`config.mk`:
```
export PLATFORM = sky130hd
export DESIGN_NAME = ad100_fetch
export DESIGN_NICKNAME = d
export VERILOG_FILES = /design/src/rtl/ad100_pkg.sv /design/src/rtl/ad100_fetch_fifo.sv /design/src/rtl/ad100_fetch.sv
export SDC_FILE = /design/constraint.sdc
export NUM_CORES = 1
export LEC_CHECK = 0
export ABC_AREA = 1
export CELL_PAD_IN_SITES_DETAIL_PLACEMENT = 0
export CELL_PAD_IN_SITES_GLOBAL_PLACEMENT = 2
export CORE_ASPECT_RATIO = 1.25
export CORE_MARGIN = 10
export CORE_UTILIZATION = 32
export DETAILED_ROUTE_END_ITERATION = 16
export PLACE_DENSITY_LB_ADDON = 0.3
export SLEW_MARGIN = 20
export SYNTH_ARGS = -nofsm -noshare
export SYNTH_HDL_FRONTEND = slang
export SYNTH_HIERARCHICAL = 1
export SYNTH_SLANG_ARGS = --single-unit
export TNS_END_PERCENT = 5
```
`constraint.sdc`:
```
create_clock -name clk -period 2.38 [get_ports clk]
set_clock_uncertainty 0.1 [all_clocks]
set_input_delay 0.476 -clock clk [delete_from_list [all_inputs] [get_ports clk]]
set_output_delay 0.476 -clock clk [all_outputs]
set_load 0.01 [all_outputs]
```
`src/rtl/ad100_pkg.sv`:
```
// Shared fetch-unit types and constants for the ad100 core.
package ad100_pkg;

  typedef enum logic [1:0] {
    FS_REQ  = 2'd0,
    FS_WAIT = 2'd1,
    FS_DROP = 2'd2
  } fetch_state_e;

  localparam logic [31:0] NOP_INST = 32'h0000_0013;

  // Queue entry layout: {inst[31:0], pc[31:0]}
  localparam int unsigned QW = 64;

endpackage

```
`src/rtl/ad100_fetch_fifo.sv`:
```
// Small instruction queue: registered head, push/pop/flush, flush wins.
module ad100_fetch_fifo
  import ad100_pkg::*;
#(
  parameter int DEPTH = 2
) (
  input  logic          clk,
  input  logic          rst_n,
  input  logic          push,
  input  logic [QW-1:0] push_data,
  input  logic          pop,
  input  logic          flush,
  output logic          head_valid,
  output logic [QW-1:0] head_data,
  output logic [2:0]    count
);

  logic [QW-1:0] mem_q [DEPTH];
  logic [QW-1:0] mem_d [DEPTH];
  logic [1:0]    rd_q, rd_d, wr_q, wr_d;
  logic [2:0]    count_q, count_d;
  logic          push_ok, pop_ok;

  function automatic logic [1:0] ptr_inc(input logic [1:0] p);
    return (p == 2'(DEPTH - 1)) ? 2'd0 : p + 2'd1;
  endfunction

  always_comb begin
    pop_ok  = pop && (count_q != 3'd0);
    // a full queue may still accept a push when the head leaves the same edge
    push_ok = push && ((count_q < 3'(DEPTH)) || pop_ok);
    mem_d   = mem_q;
    rd_d    = rd_q;
    wr_d    = wr_q;
    count_d = count_q;
    if (flush) begin
      rd_d    = 2'd0;
      wr_d    = 2'd0;
      count_d = 3'd0;
    end else begin
      if (push_ok) begin
        for (int i = 0; i < DEPTH; i++) begin
          if (wr_q == 2'(i)) mem_d[i] = push_data;
        end
        wr_d = ptr_inc(wr_q);
      end
      if (pop_ok) rd_d = ptr_inc(rd_q);
      count_d = count_q + {2'b00, push_ok} - {2'b00, pop_ok};
    end
  end

  always_ff @(posedge clk or negedge rst_n) begin
    if (!rst_n) begin
      for (int i = 0; i < DEPTH; i++) mem_q[i] <= '0;
      rd_q    <= 2'd0;
      wr_q    <= 2'd0;
      count_q <= 3'd0;
    end else begin
      mem_q   <= mem_d;
      rd_q    <= rd_d;
      wr_q    <= wr_d;
      count_q <= count_d;
    end
  end

  always_comb begin
    head_data = '0;
    for (int i = 0; i < DEPTH; i++) begin
      if ((count_q != 3'd0) && (rd_q == 2'(i))) head_data = mem_q[i];
    end
  end

  assign head_valid = (count_q != 3'd0);
  assign count      = count_q;

endmodule

```
`src/rtl/ad100_fetch.sv`:
```
// Instruction fetch: single-outstanding memory requests feeding a small queue.
// state | meaning
// REQ   | no request outstanding; request issued when the queue has room
// WAIT  | one request outstanding, its data will be queued
// DROP  | one request outstanding, its data will be discarded (redirected)
module ad100_fetch
  import ad100_pkg::*;
#(
  parameter logic [31:0] RESET_PC = 32'h0000_0000,
  parameter int          QDEPTH   = 2
) (
  input  logic        clk,
  input  logic        rst_n,
  output logic        imem_req,
  output logic [29:0] imem_addr,
  input  logic        imem_gnt,
  input  logic        imem_rvalid,
  input  logic [31:0] imem_rdata,
  input  logic        redirect,
  input  logic [31:0] redirect_pc,
  output logic        inst_valid,
  input  logic        inst_ready,
  output logic [31:0] inst,
  output logic [31:0] inst_pc
);

  fetch_state_e  state_q, state_d;
  logic [29:0]   fpc_q, fpc_d;
  logic [29:0]   req_pc_q, req_pc_d;
  logic          run_q, run_d;
  logic          push, pop;
  logic [2:0]    q_count, occ;
  logic [QW-1:0] head;
  logic          unused_pc_lsb;

  assign unused_pc_lsb = ^redirect_pc[1:0];
  assign run_d         = 1'b1;

  assign pop = inst_valid && inst_ready && !redirect;
  assign occ = q_count - {2'b00, pop};

  always_comb begin
    state_d  = state_q;
    fpc_d    = fpc_q;
    req_pc_d = req_pc_q;
    imem_req = 1'b0;
    push     = 1'b0;
    case (state_q)
      FS_REQ: begin
        // run_q holds requests off until the first edge after reset release
        imem_req = run_q && (occ < 3'(QDEPTH));
        if (imem_req && imem_gnt) begin
          req_pc_d = fpc_q;
          fpc_d    = fpc_q + 30'd1;
          state_d  = redirect ? FS_DROP : FS_WAIT;
        end
      end
      FS_WAIT: begin
        if (redirect) begin
          state_d = imem_rvalid ? FS_REQ : FS_DROP;
        end else if (imem_rvalid) begin
          push    = 1'b1;
          state_d = FS_REQ;
        end
      end
      FS_DROP: begin
        if (imem_rvalid) state_d = FS_REQ;
      end
      default: state_d = FS_REQ;
    endcase
    if (redirect) fpc_d = redirect_pc[31:2];
  end

  always_ff @(posedge clk or negedge rst_n) begin
    if (!rst_n) begin
      state_q  <= FS_REQ;
      fpc_q    <= RESET_PC[31:2];
      req_pc_q <= 30'd0;
      run_q    <= 1'b0;
    end else begin
      state_q  <= state_d;
      fpc_q    <= fpc_d;
      req_pc_q <= req_pc_d;
      run_q    <= run_d;
    end
  end

  ad100_fetch_fifo #(
    .DEPTH(QDEPTH)
  ) u_fifo (
    .clk       (clk),
    .rst_n     (rst_n),
    .push      (push),
    .push_data ({imem_rdata, req_pc_q, 2'b00}),
    .pop       (pop),
    .flush     (redirect),
    .head_valid(inst_valid),
    .head_data (head),
    .count     (q_count)
  );

  assign imem_addr = fpc_q;
  assign inst      = head[63:32];
  assign inst_pc   = head[31:0];

endmodule

```
==> qor.yml, run 1 <==
synthesis:
  synth_fa_ha_area_share_pct: 0.668
  async_reset_ff_share_pct: 100
  post_synth.cell_area_avg_um2: 7.85
  synth_top_area_share_pct: 47.2
  synth-edff-count: 0
  yosysSeqAreaShare_pct: 47.2
  synth_cell_types: 35
  synth_mux_area_share_pct: 0
  synth_xor_area_share_pct: 0.585
  top_cell_type_by_total_area_after_synthesis: "sky130_fd_sc_hd__dfrtp_1"
  yosys-top-cells-area: "sky130_fd_sc_hd__dfrtp_1 47%, sky130_fd_sc_hd__nand2_1 17%, sky130_fd_sc_hd__nand4_1 7.8%, sky130_fd_sc_hd__inv_1 6.9%, sky130_fd_sc_hd__o22ai_1 3.8%"
  netlist_instances: 1335
  ys_dominant_reg_cell: "sky130_fd_sc_hd__dfrtp_1"
  synth_top_family_by_area: "simple AND/OR/NAND/NOR gates"
  synth_seq_cells: 198
  synth_warnings: 6
  area_fraction_in_compound_gates_after_synthesis_pct: 5.77
  mappedNetlistArea_um2: 10500
  post_synth_and_or_nand_nor_area_fraction_pct: 32.1
timing:
  timing.slew.headroom_pct: 65.9
  grt_setup_unrepaired: "yes"
  final_max_slew_viol_count: 0
  timing.final.ws_setup_ns: -0.123
  setup_viol_count_final: 60
  hold_violations: 0
  timing_worst_slew_pin_value_ns: 0.512
  layout_min_cycle_time_ns: 2.50
  finalCritPeriodShare_pct: 105
  max_freq_ghz: 0.400
cts:
  clock_latency_ns: 0.43
  cts-root-to-sink-buffers: 2
  worst_setup_hold_path_clk_slew_ns: 0.07
  clkSinkCount: 198
  tritoncts: "built"
  cts_made_buffers: 17
  clk_root_buffer_cell: "sky130_fd_sc_hd__clkbuf_16"
  htree_num_levels: 4
drt:
  vias: 9203
  dr.first_iter.drc_count: 545
  totalWireLength_um: 32700
  vias_per_cell: 4.71
  routed_wire_length_per_instance_um: 16.8
  drtPass1Iterations: 5
  antenna_violating_nets_post_route: 0
  drcViolationCount: 0
place:
  hpwl_um: 22000
  detailedPlace.worstSlack_ns: -0.620
  weighted_congestion_reported_at_the_end_of_routability_driven_placement: 0.827
  port_buf_inserts: 163
  placed_cells_incl_taps: 1894
critical_path:
  reg2reg_slack_ns: 0.21
  crit_fanout: 7
  end_kind: "output port"
  critical_path.reg2reg.startpoint: "u_fifo/count[0]"
  worst-path-buf-inv: 5
  worst-endpoint-arrival_ns: 1.93
  criticalPathCategory: "reg2out"
  critPathTopFamily: "buffers and inverters"
  crit_required_ns: 1.80
  critical-path-top-cell-by-count: "sky130_fd_sc_hd__buf_12"
  crit_slowest_cell: "sky130_fd_sc_hd__dfrtp_1"
  cpPeakStageDelay_ns: 0.39
  worstSetupStartpoint: "u_fifo/count[1]"
  element_type_at_the_critical_path_start: "flop"
  critical_path.cell_chain: "nor2_2 > nand2_4 > buf_6 > nand3_4 > buf_12 > buf_12 > buf_12 > o22ai_1 > buf_2"
die:
  dieWidth_um: 182
  die_y_um: 222
  boundaryPins: 166
  row_count: 74
  die_area_um2: 40500
  coreArea_um2: 32500
  initial_core_util_pct: 32.3
final_layout:
  drive_above_1_share_pct: 17.1
  antenna_cells_inserted: 0
  core_utilization_of_the_finished_layout_pct: 42.7
  area_growth_syn_to_layout_pct: 32.2
  instances_no_fill: 1952
  final_net_count: 1596
power_and_ir_drop:
  finalPower_mw: 10.2
  p_leak_nw: 6.71
  ir_worst_vdd_uv: 346
  pwr_density_cell_nw_per_um2: 738
job:
  maxCapViolCount: 0
outcome:
  violations: "setup timing"
  status: "finished with violations"
grt:
  grt_first_pass_wirelength_um: 53100
  grt.overflow.total: 0
  grt_max_degree: 59
  antenna_found_initial: 0
  gr-usage-all-layers_pct: 16.3
  vias_in_the_first_global_route: 9444
hold_path:
  worstHoldStart: "u_fifo/mem_q[105]"
  hold_path.class: "reg2reg"
## synth_stat cells, types with 3 or more instances
master	number
sky130_fd_sc_hd__nor3_1	4
sky130_fd_sc_hd__buf_1	6
sky130_fd_sc_hd__nand3_1	79
sky130_fd_sc_hd__nand2_1	462
sky130_fd_sc_hd__o21ai_1	16
sky130_fd_sc_hd__xor2_1	6
sky130_fd_sc_hd__dfrtp_1	198
sky130_fd_sc_hd__buf_4	12
sky130_fd_sc_hd__o22ai_1	64
sky130_fd_sc_hd__buf_12	7
sky130_fd_sc_hd__nand4_1	130
sky130_fd_sc_hd__o21ai_0	19
sky130_fd_sc_hd__nor2_1	36
sky130_fd_sc_hd__nor2_4	6
sky130_fd_sc_hd__clkbuf_1	9
sky130_fd_sc_hd__clkbuf_8	3
sky130_fd_sc_hd__nand2_2	4
sky130_fd_sc_hd__ha_1	4
sky130_fd_sc_hd__buf_2	30
sky130_fd_sc_hd__inv_1	192
sky130_fd_sc_hd__buf_6	19
sky130_fd_sc_hd__nand2_4	3
sky130_fd_sc_hd__nor2_2	7
## metal layers
metal	track usage, %	vias to the layer above	share of wire, %
li1	-	4687	-
met1	20.4	4342	46
met2	27.9	158	49
met3	3.11	16	3.6
met4	4.20	0	1.2
met5	0	-	0
## timing repair
action | in CTS | in global routing
pin swaps | 7 | 7
hold endpoints to repair | 51 | 0
cloned | 7 | 0
setup buffers | 10 | 8
gates resized for setup | 321 | 36
hold buffers | 1 | 0
endpoints found under the setup margin | 65 | 65
## path summary, 6_finish.rpt
path                                          end  cells past startpoint
worst max-delay path                     inst[10]                      9
worst min-delay path            u_fifo/mem_q[105]                      2
worst max register to register      imem_addr[19]                     11
worst min register to register  u_fifo/mem_q[105]                      2
max in group asynchronous            req_pc_q[25]                      3
min in group asynchronous       u_fifo/mem_q[119]                      2
## power breakdown
| group | switching (mW) | total [mW] | internal [mW] |
|---|---|---|---|
| combinational | 1.36 | 2.41 | 1.05 |
| clock | 1.30 | 3.04 | 1.74 |
| sequential | 0.619 | 4.78 | 4.16 |
## flip-flops by register name, indices dropped and copies added, names as in the netlist
register	flops
imem_addr	30
req_pc_q	30
run_q	1
state_q	2
u_fifo/count	3
u_fifo/mem_q	128
u_fifo/rd_q	2
u_fifo/wr_q	2
## area by class of cell
class	count	area, µm²
Clock buffer	21	470
Clock inverter	11	146
Fill cell	3347	18600
Inverter	194	731
Multi-Input combinational cell	860	4530
Sequential cell	198	4950
Tap cell	418	523
Timing Repair Buffer	250	2510
## through the flow
| step | TNS [ns] | cell area (µm²) | hold slack, ns |
|---|---|---|---|
| 3_5_place_dp | -22.47 | 12700 | 0.358 |
| 6_report | -3.72 | 13900 | 0.370 |
| 2_1_floorplan | 0 | 10500 | 0.0804 |
| 4_1_cts | -5.86 | 13600 | 0.375 |
| 3_3_place_gp | -21.72 | 12700 | 0.353 |
| 5_1_grt | -11.08 | 13900 | 0.388 |
## logic make-up (layout without fill, tap and decap cells)
logic type                 count (synthesis)  after routing
buffers and inverters                    280            476
adders and majority gates                  5              5
and+or+nand+nor                          739            739
xor gates and xnor gates                   7              7
DFF                                      198            198
other                                      2              5
AOI/OAI and AO/OA                        104            104
## cell usage in the layout (no fill, tap or decap), drive strengths merged, types with 2 or more instances in the layout
master         Yosys  layout
nand2            469     469
dfrtp            198     198
inv              194     196
buf               74     152
nand4            131     131
clkdlybuf4s50      0      95
nand3             81      81
o22ai             64      64
nor2              49      49
o21ai             35      35
clkbuf            12      22
xor2               6       6
nor3               6       6
conb               2       5
ha                 4       4
clkinv             0       4
bufinv             0       3
a31oi              2       2
and2               2       2
clkinvlp           0       2
a21oi              2       2
## worst register-to-register path: stages, from the launching register on
cell	delay, ns
sky130_fd_sc_hd__dfrtp_1	0.39
sky130_fd_sc_hd__buf_4	0.15
sky130_fd_sc_hd__nor4_4	0.29
sky130_fd_sc_hd__ha_4	0.17
sky130_fd_sc_hd__nand2_4	0.05
sky130_fd_sc_hd__nor2_4	0.10
sky130_fd_sc_hd__buf_4	0.12
sky130_fd_sc_hd__nand4_4	0.12
sky130_fd_sc_hd__nor2_2	0.17
sky130_fd_sc_hd__buf_12	0.20
sky130_fd_sc_hd__nand3_1	0.16
sky130_fd_sc_hd__nand2_1	0.09
(Power assumes the default switching activity.)
==> run 2, diff against run 1 <==
--- a/config.mk
+++ b/config.mk
@@ -6,13 +6,11 @@
 export NUM_CORES = 1
 export LEC_CHECK = 0
 export ABC_AREA = 1
-export CELL_PAD_IN_SITES_DETAIL_PLACEMENT = 0
-export CELL_PAD_IN_SITES_GLOBAL_PLACEMENT = 2
 export CORE_ASPECT_RATIO = 1.25
 export CORE_MARGIN = 10
-export CORE_UTILIZATION = 32
+export CORE_UTILIZATION = 55
 export DETAILED_ROUTE_END_ITERATION = 16
-export PLACE_DENSITY_LB_ADDON = 0.3
+export PLACE_DENSITY = 0.82
 export SLEW_MARGIN = 20
 export SYNTH_ARGS = -nofsm -noshare
 export SYNTH_HDL_FRONTEND = slang
==> run 2 against run 1 <==
Net effect:
- the flow still finishes with violations (setup timing)
- cell count is 10% lower
- maximum frequency is 1.9% lower
- non-clock buffer count is 11 lower
- die area is 38% lower
- sequential power hardly changed
- first-iteration DRC count is 17% higher
- clock-buffer cell count is 2 lower
- global-route usage is 6.9 points higher
- sequential cell count stayed put
- clock power is 1% lower
- setup slack worse by 0.048 ns
- critical endpoint is now inst_pc[24]
==> qor.yml, run 2 (synthesized netlist as in run 1, its figures left out) <==
grt:
  gr-usage-all-layers_pct: 23.2
  met3_usage_pct: 4.94
  grt_max_degree: 67
  vias_in_the_first_global_route: 9502
  grt_first_pass_wirelength_um: 47800
  antenna_found_initial: 0
  met2_usage_pct: 38.4
  grt.overflow.total: 0
  global_route.peak_usage_layer: "met2"
  globalRouteMet1Util_pct: 28.8
drt:
  dr.first_iter.drc_count: 639
  drtPass1Iterations: 5
  totalWireLength_um: 29200
  vias_per_cell: 5.52
  routed_wire_length_per_instance_um: 16.6
  vias: 9694
  antenna_violating_nets_post_route: 0
  drcViolationCount: 0
cts:
  clock_latency_ns: 0.43
  cts-root-to-sink-buffers: 2
  tritoncts: "built"
  clkSinkCount: 198
  clk_root_buffer_cell: "sky130_fd_sc_hd__clkbuf_16"
  htree_num_levels: 4
  cts_made_buffers: 17
  worst_setup_hold_path_clk_slew_ns: 0.07
final_layout:
  top_register: "u_fifo/mem_q"
  core_utilization_of_the_finished_layout_pct: 70.8
  drive_above_1_share_pct: 15.4
  num-fill-cells: 1502
  largest_register_ff_count: 128
  instances_no_fill: 1755
  most_used_cells_in_the_layout_excluding_fill_and_tap_cells: "461 x sky130_fd_sc_hd__nand2_1, 198 x sky130_fd_sc_hd__dfrtp_1, 190 x sky130_fd_sc_hd__inv_1"
  area_growth_syn_to_layout_pct: 26.9
  final_net_count: 1585
  post-route-cell-area_um2: 13300
  layout_commonest_cell: "sky130_fd_sc_hd__nand2_1"
  antenna_cells_inserted: 0
place:
  hpwl_um: 19500
  weighted_congestion_reported_at_the_end_of_routability_driven_placement: 0.887
  port_buf_inserts: 163
  detailedPlace.worstSlack_ns: -0.586
  placed_cells_incl_taps: 1706
  post_dp_cell_area_um2: 12500
timing:
  grt_setup_unrepaired: "yes"
  final_max_slew_viol_count: 0
  setup_viol_count_final: 64
  hold_violations: 0
  layout_min_cycle_time_ns: 2.55
  hold_ws_ns: 0.368
  finalCritPeriodShare_pct: 107
  timing.final.ws_setup_ns: -0.171
  max_freq_ghz: 0.392
critical_path:
  crit_fanout: 7
  regToRegEndpoint: "imem_addr[6]"
  criticalPathCategory: "reg2out"
  cpPeakStageDelay_ns: 0.41
  end_kind: "output port"
  worst-r2r-cell-count: 14
  worst-endpoint-arrival_ns: 1.98
  crit_slowest_cell: "sky130_fd_sc_hd__dfrtp_1"
  element_type_at_the_critical_path_start: "flop"
  reg2reg_slack_ns: 0.05
  critical_path.cell_chain: "nor2_4 > nand2_4 > buf_4 > buf_6 > nand3_4 > buf_12 > o22ai_1 > clkdlybuf4s15_1"
  critical_path.reg2reg.startpoint: "u_fifo/count[0]"
  crit_required_ns: 1.80
power_and_ir_drop:
  p_leak_nw: 6.61
  pwr_density_cell_nw_per_um2: 757
  ir_worst_vdd_uv: 537
die:
  die_area_um2: 25000
  dieWidth_um: 144
  boundaryPins: 166
  die_y_um: 174
  row_count: 56
  initial_core_util_pct: 55.8
  coreArea_um2: 18800
outcome:
  violations: "setup timing"
  status: "finished with violations"
hold_path:
  hold_path.class: "reg2reg"
  worstHoldEndpoint: "u_fifo/mem_q[81]"
  hold-path-cell-count: 2
  worstHoldStart: "u_fifo/mem_q[81]"
job:
  maxCapViolCount: 0
[run 2: stage by stage]
step / power (mW) / TNS [ns]
floorplan: 6.04 / 0
global placement: 6.90 / -20.38
detailed placement: 7.02 / -34.62
CTS: 10.0 / -2.10
global route: 10.7 / -13.04
finish: 10.1 / -7.91
[run 2: how the worst max path moves through the flow]
stage	startpoint	endpoint	slack, ns	cells after the start
3_3_place_gp	inst_ready	imem_req	-0.51	9
3_5_place_dp	inst_ready	imem_req	-0.59	9
5_1_grt	u_fifo/count[0]	imem_req	-0.27	10
2_1_floorplan	redirect	u_fifo/count[2]	0.005	12
6_report	u_fifo/count[0]	inst_pc[24]	-0.17	8
4_1_cts	u_fifo/count[0]	imem_req	-0.16	10
[run 2: layout make-up]
type / instances / area [µm²] / share of cell area [%]
clock buffers: 19 / 443 / 3.33
clock inverters: 13 / 169 / 1.27
inverters: 194 / 731 / 5.49
multi-input cells: 860 / 4390 / 33.0
flip-flops and latches: 198 / 4950 / 37.2
well taps: 232 / 290 / 2.18
repair buffers: 239 / 2330 / 17.5
[run 2: repair_timing]
item                                   in CTS  in global routing
hold buffers                                1                  0
pin swaps                                   5                  9
buffers inserted                            8                  8
setup endpoints to repair                  65                 92
cloned                                      2                  0
gates resized for setup                   295                 30
endpoints found under the hold margin      38                  0
[run 2: per-layer routing]
metal / vias to the layer above / wire [µm]
li1: 4665 / -
met1: 4616 / 11700
met2: 358 / 14700
met3: 55 / 1820
met4: 0 / 912
met5: - / 0
[run 2: critical path: cells and delay by family, from the launching register on]
family | cells | cell delay (ns)
AO/OA/AOI/OAI | 1 | 0.21
buffers and inverters | 4 | 0.67
AND/OR/NAND/NOR | 3 | 0.25
flip-flops | 1 | 0.41
[run 2: report_power, final]
group,switching [mW],total (mW),internal (mW)
Combinational,1.31,2.27,0.957
Clock,1.30,3.00,1.70
Sequential,0.644,4.80,4.16
==> run 3, diff against run 2 <==
--- a/config.mk
+++ b/config.mk
@@ -8,9 +8,9 @@
 export ABC_AREA = 1
 export CORE_ASPECT_RATIO = 1.25
 export CORE_MARGIN = 10
-export CORE_UTILIZATION = 55
+export CORE_UTILIZATION = 49
 export DETAILED_ROUTE_END_ITERATION = 16
-export PLACE_DENSITY = 0.82
+export PLACE_DENSITY = 0.77
 export SLEW_MARGIN = 20
 export SYNTH_ARGS = -nofsm -noshare
 export SYNTH_HDL_FRONTEND = slang
==> constraint.sdc (replaced) <==
create_clock -name clk -period 2.25 [get_ports clk]
set_clock_uncertainty 0.1 [all_clocks]
set_input_delay 0.45 -clock clk [delete_from_list [all_inputs] [get_ports clk]]
set_output_delay 0.45 -clock clk [all_outputs]
set_load 0.01 [all_outputs]
==> run 3 against run 2 <==
Net effect:
- the flow still finishes with violations (setup timing)
- sequential power up 6.0%
- cell count up 2.7%
- critical path depth up 1
- final area up 4.5%
- largest cell class unchanged
- total power up 9.2%
==> qor.yml, run 3 (synthesized netlist as in run 1, its figures left out) <==
outcome:
  status: "finished with violations"
  violations: "setup timing"
timing:
  timing_worst_slew_pin_value_ns: 0.529
  hold_violations: 0
  final_max_slew_viol_count: 0
  timing.slew.headroom_pct: 64.8
  grt_setup_unrepaired: "yes"
  hold_ws_ns: 0.371
  max_freq_ghz: 0.401
  layout_min_cycle_time_ns: 2.49
  setup_viol_count_final: 65
  finalCritPeriodShare_pct: 111
  timing.final.ws_setup_ns: -0.244
critical_path:
  regToRegEndpoint: "u_fifo/count[2]"
  end_kind: "output port"
  element_type_at_the_critical_path_start: "flop"
  criticalPathCategory: "reg2out"
  worst-r2r-cell-count: 12
  critical_path.reg2reg.startpoint: "u_fifo/count[2]"
  reg2reg_slack_ns: 0.03
  crit_fanout: 8
  worst-path-buf-inv: 5
  critPathTopFamily: "buffers and inverters"
  critical_path.cell_chain: "nor2_2 > nand2_4 > buf_6 > nand3_4 > buf_12 > buf_12 > buf_16 > o22ai_2 > buf_2"
  crit_slowest_cell: "sky130_fd_sc_hd__dfrtp_1"
  crit_required_ns: 1.70
  critical-path-top-cell-by-count: "sky130_fd_sc_hd__buf_12"
  cpPeakStageDelay_ns: 0.41
  worst-endpoint-arrival_ns: 1.94
grt:
  grt_max_degree: 59
  antenna_found_initial: 0
  grt.overflow.total: 0
  gr-usage-all-layers_pct: 21.8
  vias_in_the_first_global_route: 9677
  grt_first_pass_wirelength_um: 49200
place:
  placed_cells_incl_taps: 1747
  port_buf_inserts: 163
  hpwl_um: 19400
  weighted_congestion_reported_at_the_end_of_routability_driven_placement: 0.901
  detailedPlace.worstSlack_ns: -0.733
die:
  die_area_um2: 27700
  boundaryPins: 166
  row_count: 59
  coreArea_um2: 21000
  die_y_um: 184
  dieWidth_um: 151
  initial_core_util_pct: 50.0
hold_path:
  hold_path.class: "reg2reg"
  hold-path-cell-count: 2
  worstHoldStart: "u_fifo/mem_q[101]"
  worstHoldEndpoint: "u_fifo/mem_q[101]"
drt:
  vias: 9720
  totalWireLength_um: 30600
  routed_wire_length_per_instance_um: 17.0
  drcViolationCount: 0
  dr.first_iter.drc_count: 553
  drtPass1Iterations: 5
  vias_per_cell: 5.39
  antenna_violating_nets_post_route: 0
final_layout:
  drive_above_1_share_pct: 17.0
  seqCellArea_um2: 4950
  top_register: "u_fifo/mem_q"
  antenna_cells_inserted: 0
  area_growth_syn_to_layout_pct: 32.6
  num-fill-cells: 1742
  area_used_by_multi_input_combinational_logic_um2: 4600
  most_used_cells_in_the_layout_excluding_fill_and_tap_cells: "457 x sky130_fd_sc_hd__nand2_1, 198 x sky130_fd_sc_hd__dfrtp_1, 188 x sky130_fd_sc_hd__inv_1"
  final_net_count: 1591
  largest_register_ff_count: 128
  instances_no_fill: 1802
  layout_commonest_cell: "sky130_fd_sc_hd__nand2_1"
power_and_ir_drop:
  p_leak_nw: 6.74
  ir_worst_vdd_uv: 611
  finalPower_mw: 11.0
  pwr_density_cell_nw_per_um2: 791
cts:
  htree_num_levels: 4
  cts_made_buffers: 17
  clock_latency_ns: 0.43
  worst_setup_hold_path_clk_slew_ns: 0.07
  tritoncts: "built"
  clk_root_buffer_cell: "sky130_fd_sc_hd__clkbuf_16"
  cts-root-to-sink-buffers: 2
  clkSinkCount: 198
job:
  maxCapViolCount: 0
run 3: changes by cell type in the layout (fill, tap and decap cells not counted), moves of 3 or more:
cell	previous run	this run
sky130_fd_sc_hd__buf_4	37	29
sky130_fd_sc_hd__buf_8	0	4
sky130_fd_sc_hd__nor2_4	9	6
sky130_fd_sc_hd__o22ai_1	39	27
sky130_fd_sc_hd__buf_16	2	7
sky130_fd_sc_hd__buf_2	61	47
sky130_fd_sc_hd__o21ai_1	16	23
sky130_fd_sc_hd__buf_6	12	27
sky130_fd_sc_hd__nor2_2	5	8
sky130_fd_sc_hd__nand2_1	461	457
sky130_fd_sc_hd__o21ai_0	19	11
sky130_fd_sc_hd__o22ai_4	3	16
run 3: tightest hold or removal path, cell delays in order, from the launching register on:
cell	delay, ns
sky130_fd_sc_hd__dfrtp_1	0.34
sky130_fd_sc_hd__nand2_1	0.05
sky130_fd_sc_hd__nand2_1	0.04
run 3: layer usage:
layer	global-route usage [%]	routed length (µm)
met5	0	0
met4	8.29	877
met3	4.56	1900
met2	38.0	15900
met1	25.7	12000
run 3: how the worst max path moves through the flow:
stage / start / to / slack [ns] / cells after the start
after floorplan: redirect / u_fifo/count[1] / 0.01 / 12
after global placement: inst_ready / imem_req / -0.65 / 9
after detailed placement: inst_ready / imem_req / -0.73 / 9
after CTS: u_fifo/count[1] / inst_pc[12] / -0.25 / 9
after global routing: u_fifo/count[2] / inst[23] / -0.32 / 9
final: u_fifo/count[1] / inst[12] / -0.24 / 9
run 3: per-stage QoR:
step	utilization [%]	area (µm²)	TNS, ns
2_1_floorplan	-	10500	0
3_3_place_gp	60.0	12600	-50.30
3_5_place_dp	60.0	12600	-64.59
4_1_cts	65.1	13700	-10.50
5_1_grt	66.3	13900	-16.31
6_report	66.3	13900	-11.30
run 3: layout make-up:
class,count,area share [%]
flip-flops and latches,198,35.6
multi-input cells,860,33.1
repair buffers,245,19.1
inverters,194,5.26
clock buffers,20,3.21
well taps,274,2.47
clock inverters,11,1.23
run 3: timing repair:
| action | in CTS | in global routing |
|---|---|---|
| gates cloned | 7 | 2 |
| gates resized for setup | 349 | 44 |
| buffers inserted | 9 | 6 |
| setup endpoints to repair | 69 | 104 |
| pin swaps | 5 | 10 |
| hold buffers | 1 | 0 |
| hold endpoints to repair | 54 | 0 |
run 3: power by group:
part / switching [mW] / internal [mW] / total, mW
sequential: 0.686 / 4.40 / 5.09
combinational: 1.54 / 1.15 / 2.69
clock: 1.33 / 1.89 / 3.22
==> RTL change 1, RTL diff (settings of run 2) <==
The parameter `QDEPTH` goes from 2 to 1.
--- a/src/rtl/ad100_fetch.sv
+++ b/src/rtl/ad100_fetch.sv
@@ -9,3 +9,3 @@
   parameter logic [31:0] RESET_PC = 32'h0000_0000,
-  parameter int          QDEPTH   = 2
+  parameter int          QDEPTH   = 1
 ) (
Check against the original RTL: not equivalent (Yosys sat finds a counterexample within 4 cycles, from zero or initial values and one cycle with rst_n low).
==> RTL change 1 against run 2 <==
  * The run still ends with setup timing left
  * Design area decreased by 26%
  * Area after synthesis decreased by 31%
  * Via count down 28%
  * Wire length down 30%
  * Sequential share of layout area shrank 3.0 points
  * Final cell count decreased by 24%
  * Power fell by 13%
  * First-iteration DRC count is 21% lower
  * Sequential cell count fell by 64
  * Synthesized cell count fell by 25%
  * Setup slack lost 0.063 ns
  * Sequential power down 22%
  * Hold slack worse by 0.0018 ns
==> RTL change 1: results (changes against run 2) <==
| Metric | Value |
|---|---|
| Failing checks | setup timing |
| Hold Crit Start | u_fifo/mem_q[46] |
| Setup slack after layout | -0.234 ns (-0.0633 ns) |
| Layout Cells excl Fill | 1340 (-24%) |
| RR Endpoint | imem_addr[24] |
| Crit path DAT | 2.04 ns (+0.06 ns) |
| XOR/XNOR share of the synthesized area | 0.845% (+0.26 points) |
| DP Area | 0.00911 sq mm (-27%) |
| Pin count of the biggest net entering global routing | 80 (+19%) |
| Nets | 1242 (-22%) |
| Switching share of power | 33.1% (+0.70 points) |
| Vias per cell | 5.20 (-5.9%) |
| Met2 routed WL | 10400 um (-30%) |
| Post-Synth Adder-Cell Area | 2.00% (+1.3 points) |
| CP max FO | 2 (-5) |
| Number of detailed-route iterations in the first pass | 6 (+1) |
| Synth Area in Compound Gates | 2.78% (-3.0 points) |
| Commonest cells in the netlist | nand2_1, dfrtp_1, inv_1, nor2_1, nand3_1 |
| Share of power burned in registers | 42.5% (-5.2 points) |
| IR drop worst, VDD | 563 uV (+4.9%) |
| Ranking of synthesized cells by area | dfrtp_1, nand2_1, inv_1 |
| Clk pwr | 2.70 mW (-10%) |
| Worst skew pair latency | 0.41 ns (-0.02 ns) |
| Grt met3 use | 3.79% (-1.1 points) |
| Number of global-route vias before repair | 6817 (-28%) |
| TNS Setup | -1.25 ns (+6.66 ns) |
| Status | finished with violations |
| Wire length on met3 | 1180 um (-35%) |
| Unique masters post-synth | 28 (-20%) |
| Met1 wire length | 8290 um (-29%) |
| Global-route track usage on met2 | 39.8% (+1.4 points) |
| Final RePlAce weighted congestion | 0.919 (+3.5%) |
| Sw power | 2.91 mW (-11%) |
| Syn Area/Cell | 7.28 sq um (-7.3%) |
| Sequential-to-total area share from yosys stat | 46.2% (-1.0 points) |
| Hold slack | 0.367 ns (-0.00180 ns) |
| CP top delay family | simple AND/OR/NAND/NOR gates |
| First-pass GRT wire length | 33700 um (-29%) |
| Hold Path Sink | u_fifo/mem_q[46] |
| Gr usage total | 22.9% (-0.32 points) |
| Share of cells above drive strength 1 | 8.36% (-7.1 points) |
| Post-DP HPWL | 14000 um (-28%) |
| Setup violators final | 23 (-64%) |
| GRT met1 Usage | 27.0% (-1.8 points) |
| Leak | 5.13 nW (-22%) |
| Worst slack, placed | -0.718 ns (-0.132 ns) |
| Path depth of the worst reg2reg path | 15 (+1) |
| Reg2Reg Setup Slack | 0.03 ns (-0.02 ns) |
| Routed len/inst | 15.3 um (-8.0%) |
| Max FFs per register | 64 (-50%) |
| Startpoint type of the worst setup path | register |
[RTL change 1: changes by cell type in the layout (fill, tap and decap cells not counted), moves of 59 or more]
cell     change
inv_1       -59
buf_2       -60
nand4_1     -61
nand2_1    -122
nor2_1      +64
dfrtp_1     -64
[RTL change 1: layout make-up]
cell class | instances | area, sq um
flip-flops and latches | 134 | 3350
multi-input cells | 678 | 3210
fillers | 987 | 3050
repair buffers | 197 | 1900
inverters | 133 | 500
clock buffers | 17 | 425
well taps | 168 | 210
clock inverters | 13 | 183
[RTL change 1: repair_timing]
action                                 CTS  global route
buffers inserted                         2             0
setup endpoints to repair               72           107
resized for setup                       78             9
endpoints found under the hold margin   42             0
hold buffers                             1             0
pin swaps                                8             1
[RTL change 1: worst max path at each step]
stage | endpoint | slack [ns] | cells past startpoint
after CTS | inst[25] | -0.20 | 6
after floorplan | req_pc_q[5] | 0.01 | 12
after global routing | imem_req | -0.30 | 11
after global placement | imem_req | -0.68 | 10
final | imem_req | -0.23 | 11
after detailed placement | imem_req | -0.72 | 10
==> RTL change 2, RTL diff (flow settings as in run 2) <==
Made on the original files. Encoding of `fetch_state_e`: now one-hot (3 bits for 3 states).
--- a/src/rtl/ad100_pkg.sv
+++ b/src/rtl/ad100_pkg.sv
@@ -3,6 +3,6 @@
 
-  typedef enum logic [1:0] {
-    FS_REQ  = 2'd0,
-    FS_WAIT = 2'd1,
-    FS_DROP = 2'd2
+  typedef enum logic [2:0] {
+    FS_REQ  = 3'b001,
+    FS_WAIT = 3'b010,
+    FS_DROP = 3'b100
   } fetch_state_e;
Check against the original RTL: no difference found for any inputs over 4 cycles, from zero or initial values and one cycle with rst_n low; so few cycles prove little.
==> RTL change 2 against run 2 <==
  * The flow still finishes with violations (setup timing)
  * Die area grew 1.8%
  * Design area grew 1.7%
  * Power shrank 1.1%
  * Sequential cell count grew 1
  * Wire length grew 1.7%
  * Final cell count grew 1.4%
  * Setup slack gained 0.070 ns
  * Maximum frequency grew 2.8%
  * Area after synthesis grew 2.0%
  * Largest power group unchanged
==> RTL change 2: results (changes against run 2) <==
| Metric | Value |
|---|---|
| Leak | 6.64 nW (+0.56%) |
| Post-DP HPWL | 19400 um (-0.58%) |
| Setup slack after layout | -0.101 ns (+0.0702 ns) |
| Path depth of the worst reg2reg path | 16 (+2) |
| CTS max path bufs | 2 (unchanged) |
| First-pass GRT wire length | 48000 um (+0.46%) |
| Synth Area in Compound Gates | 6.08% (+0.31 points) |
| Sequential-to-total area share from yosys stat | 46.6% (-0.70 points) |
| CP max FO | 8 (+1) |
| Drt first-iter violations | 687 (+7.5%) |
| Failing checks | setup timing |
| XOR/XNOR share of the synthesized area | 0.246% (-0.34 points) |
| Nets | 1605 (+1.3%) |
| Status | finished with violations |
| Via count | 9813 (+1.2%) |
| Unique masters post-synth | 34 (-2.9%) |
| Pin count of the biggest net entering global routing | 75 (+12%) |
| TNS Setup | -1.00 ns (+6.91 ns) |
| Tot Pwr | 9.97 mW (-1.1%) |
| Share of cells above drive strength 1 | 15.9% (+0.51 points) |
| Commonest cells in the netlist | nand2_1, inv_1, dfrtp_1, nand4_1, nand3_1 |
| Worst min path class | reg -> reg |
| IR drop worst, VDD | 473 uV (-12%) |
| Post-Synth Adder-Cell Area | 0.655% (-0.013 points) |
| Filler instances | 1542 (+2.7%) |
| Number of global-route vias before repair | 9671 (+1.8%) |
| Final RePlAce weighted congestion | 0.913 (+2.9%) |
| Final wirelength | 29700 um (+1.7%) |
| Setup violators final | 30 (-53%) |
RTL change 2: worst max-delay path, cell delays in order, from the launching register on:
cell     delay, ns
dfrtp_1       0.40
nor2_4        0.06
nand2_4       0.10
buf_6         0.11
nand3_4       0.08
buf_12        0.16
buf_12        0.12
buf_16        0.14
o22ai_2       0.13
buf_2         0.16
RTL change 2: through the flow:
| stage | hold slack (ns) | area, sq um | instances | utilization (%) | setup slack [ns] |
|---|---|---|---|---|---|
| finish | 0.369 | 13500 | 1779 | 70.3 | -0.101 |
| global route | 0.385 | 13500 | 1779 | 70.3 | -0.197 |
| CTS | 0.374 | 13400 | 1781 | 69.4 | -0.130 |
| detailed placement | 0.358 | 12600 | 1736 | 65.5 | -0.526 |
| global placement | 0.353 | 12600 | 1736 | 65.5 | -0.492 |
| floorplan | 0.0804 | 10700 | 1367 | - | -0.00999 |
RTL change 2: kinds of logic after synthesis:
| kind of cell | count (synthesis) |
|---|---|
| other cells | 2 |
| flops | 199 |
| xor+xnor | 3 |
| fa+ha+maj | 5 |
| buf+inv | 290 |
| simple gates | 751 |
| compound gates | 114 |
RTL change 2: timing repair:
item | 4_1_cts | 5_1_grt
buffers inserted | 7 | 0
setup endpoints to repair | 65 | 164
resized for setup | 304 | 37
endpoints found under the hold margin | 45 | 0
cloned | 5 | 0
pin swaps | 5 | 4
hold buffers | 1 | 0
RTL change 2: report_power, final:
group | switching (mW) | internal, mW
clock | 1.27 | 1.80
combinational | 1.25 | 0.882
sequential | 0.641 | 4.13
total | 3.16 | 6.80
RTL change 2: area by class of cell:
cell class | instances | area, sq um | share of cell area (%)
flip-flops and latches | 199 | 4980 | 36.8
multi-input cells | 878 | 4610 | 34.1
repair buffers | 231 | 2250 | 16.7
inverters | 203 | 764 | 5.65
clock buffers | 21 | 450 | 3.33
well taps | 236 | 295 | 2.18
clock inverters | 11 | 173 | 1.28
RTL change 2: worst paths after layout:
path	endpoint	slack [ns]	start
worst max-delay path	inst_pc[6]	-0.10	u_fifo/count[1]
worst max register to register	imem_addr[25]	0.09	u_fifo/count[1]
worst min register to register	u_fifo/mem_q[99]	0.37	u_fifo/mem_q[99]
worst min-delay path	u_fifo/mem_q[99]	0.37	u_fifo/mem_q[99]
max in group asynchronous	state_q[0]	1.06	rst_n
min in group asynchronous	u_fifo/mem_q[97]	0.45	rst_n
RTL change 2: layer usage:
metal | up-vias | global-route usage [%] | wire [um]
met4 | 0 | 8.52 | 707
met1 | 4658 | 27.7 | 11700
li1 | 4725 | - | -
met5 | - | 0 | 0
met2 | 382 | 40.1 | 15300
met3 | 48 | 4.27 | 1940
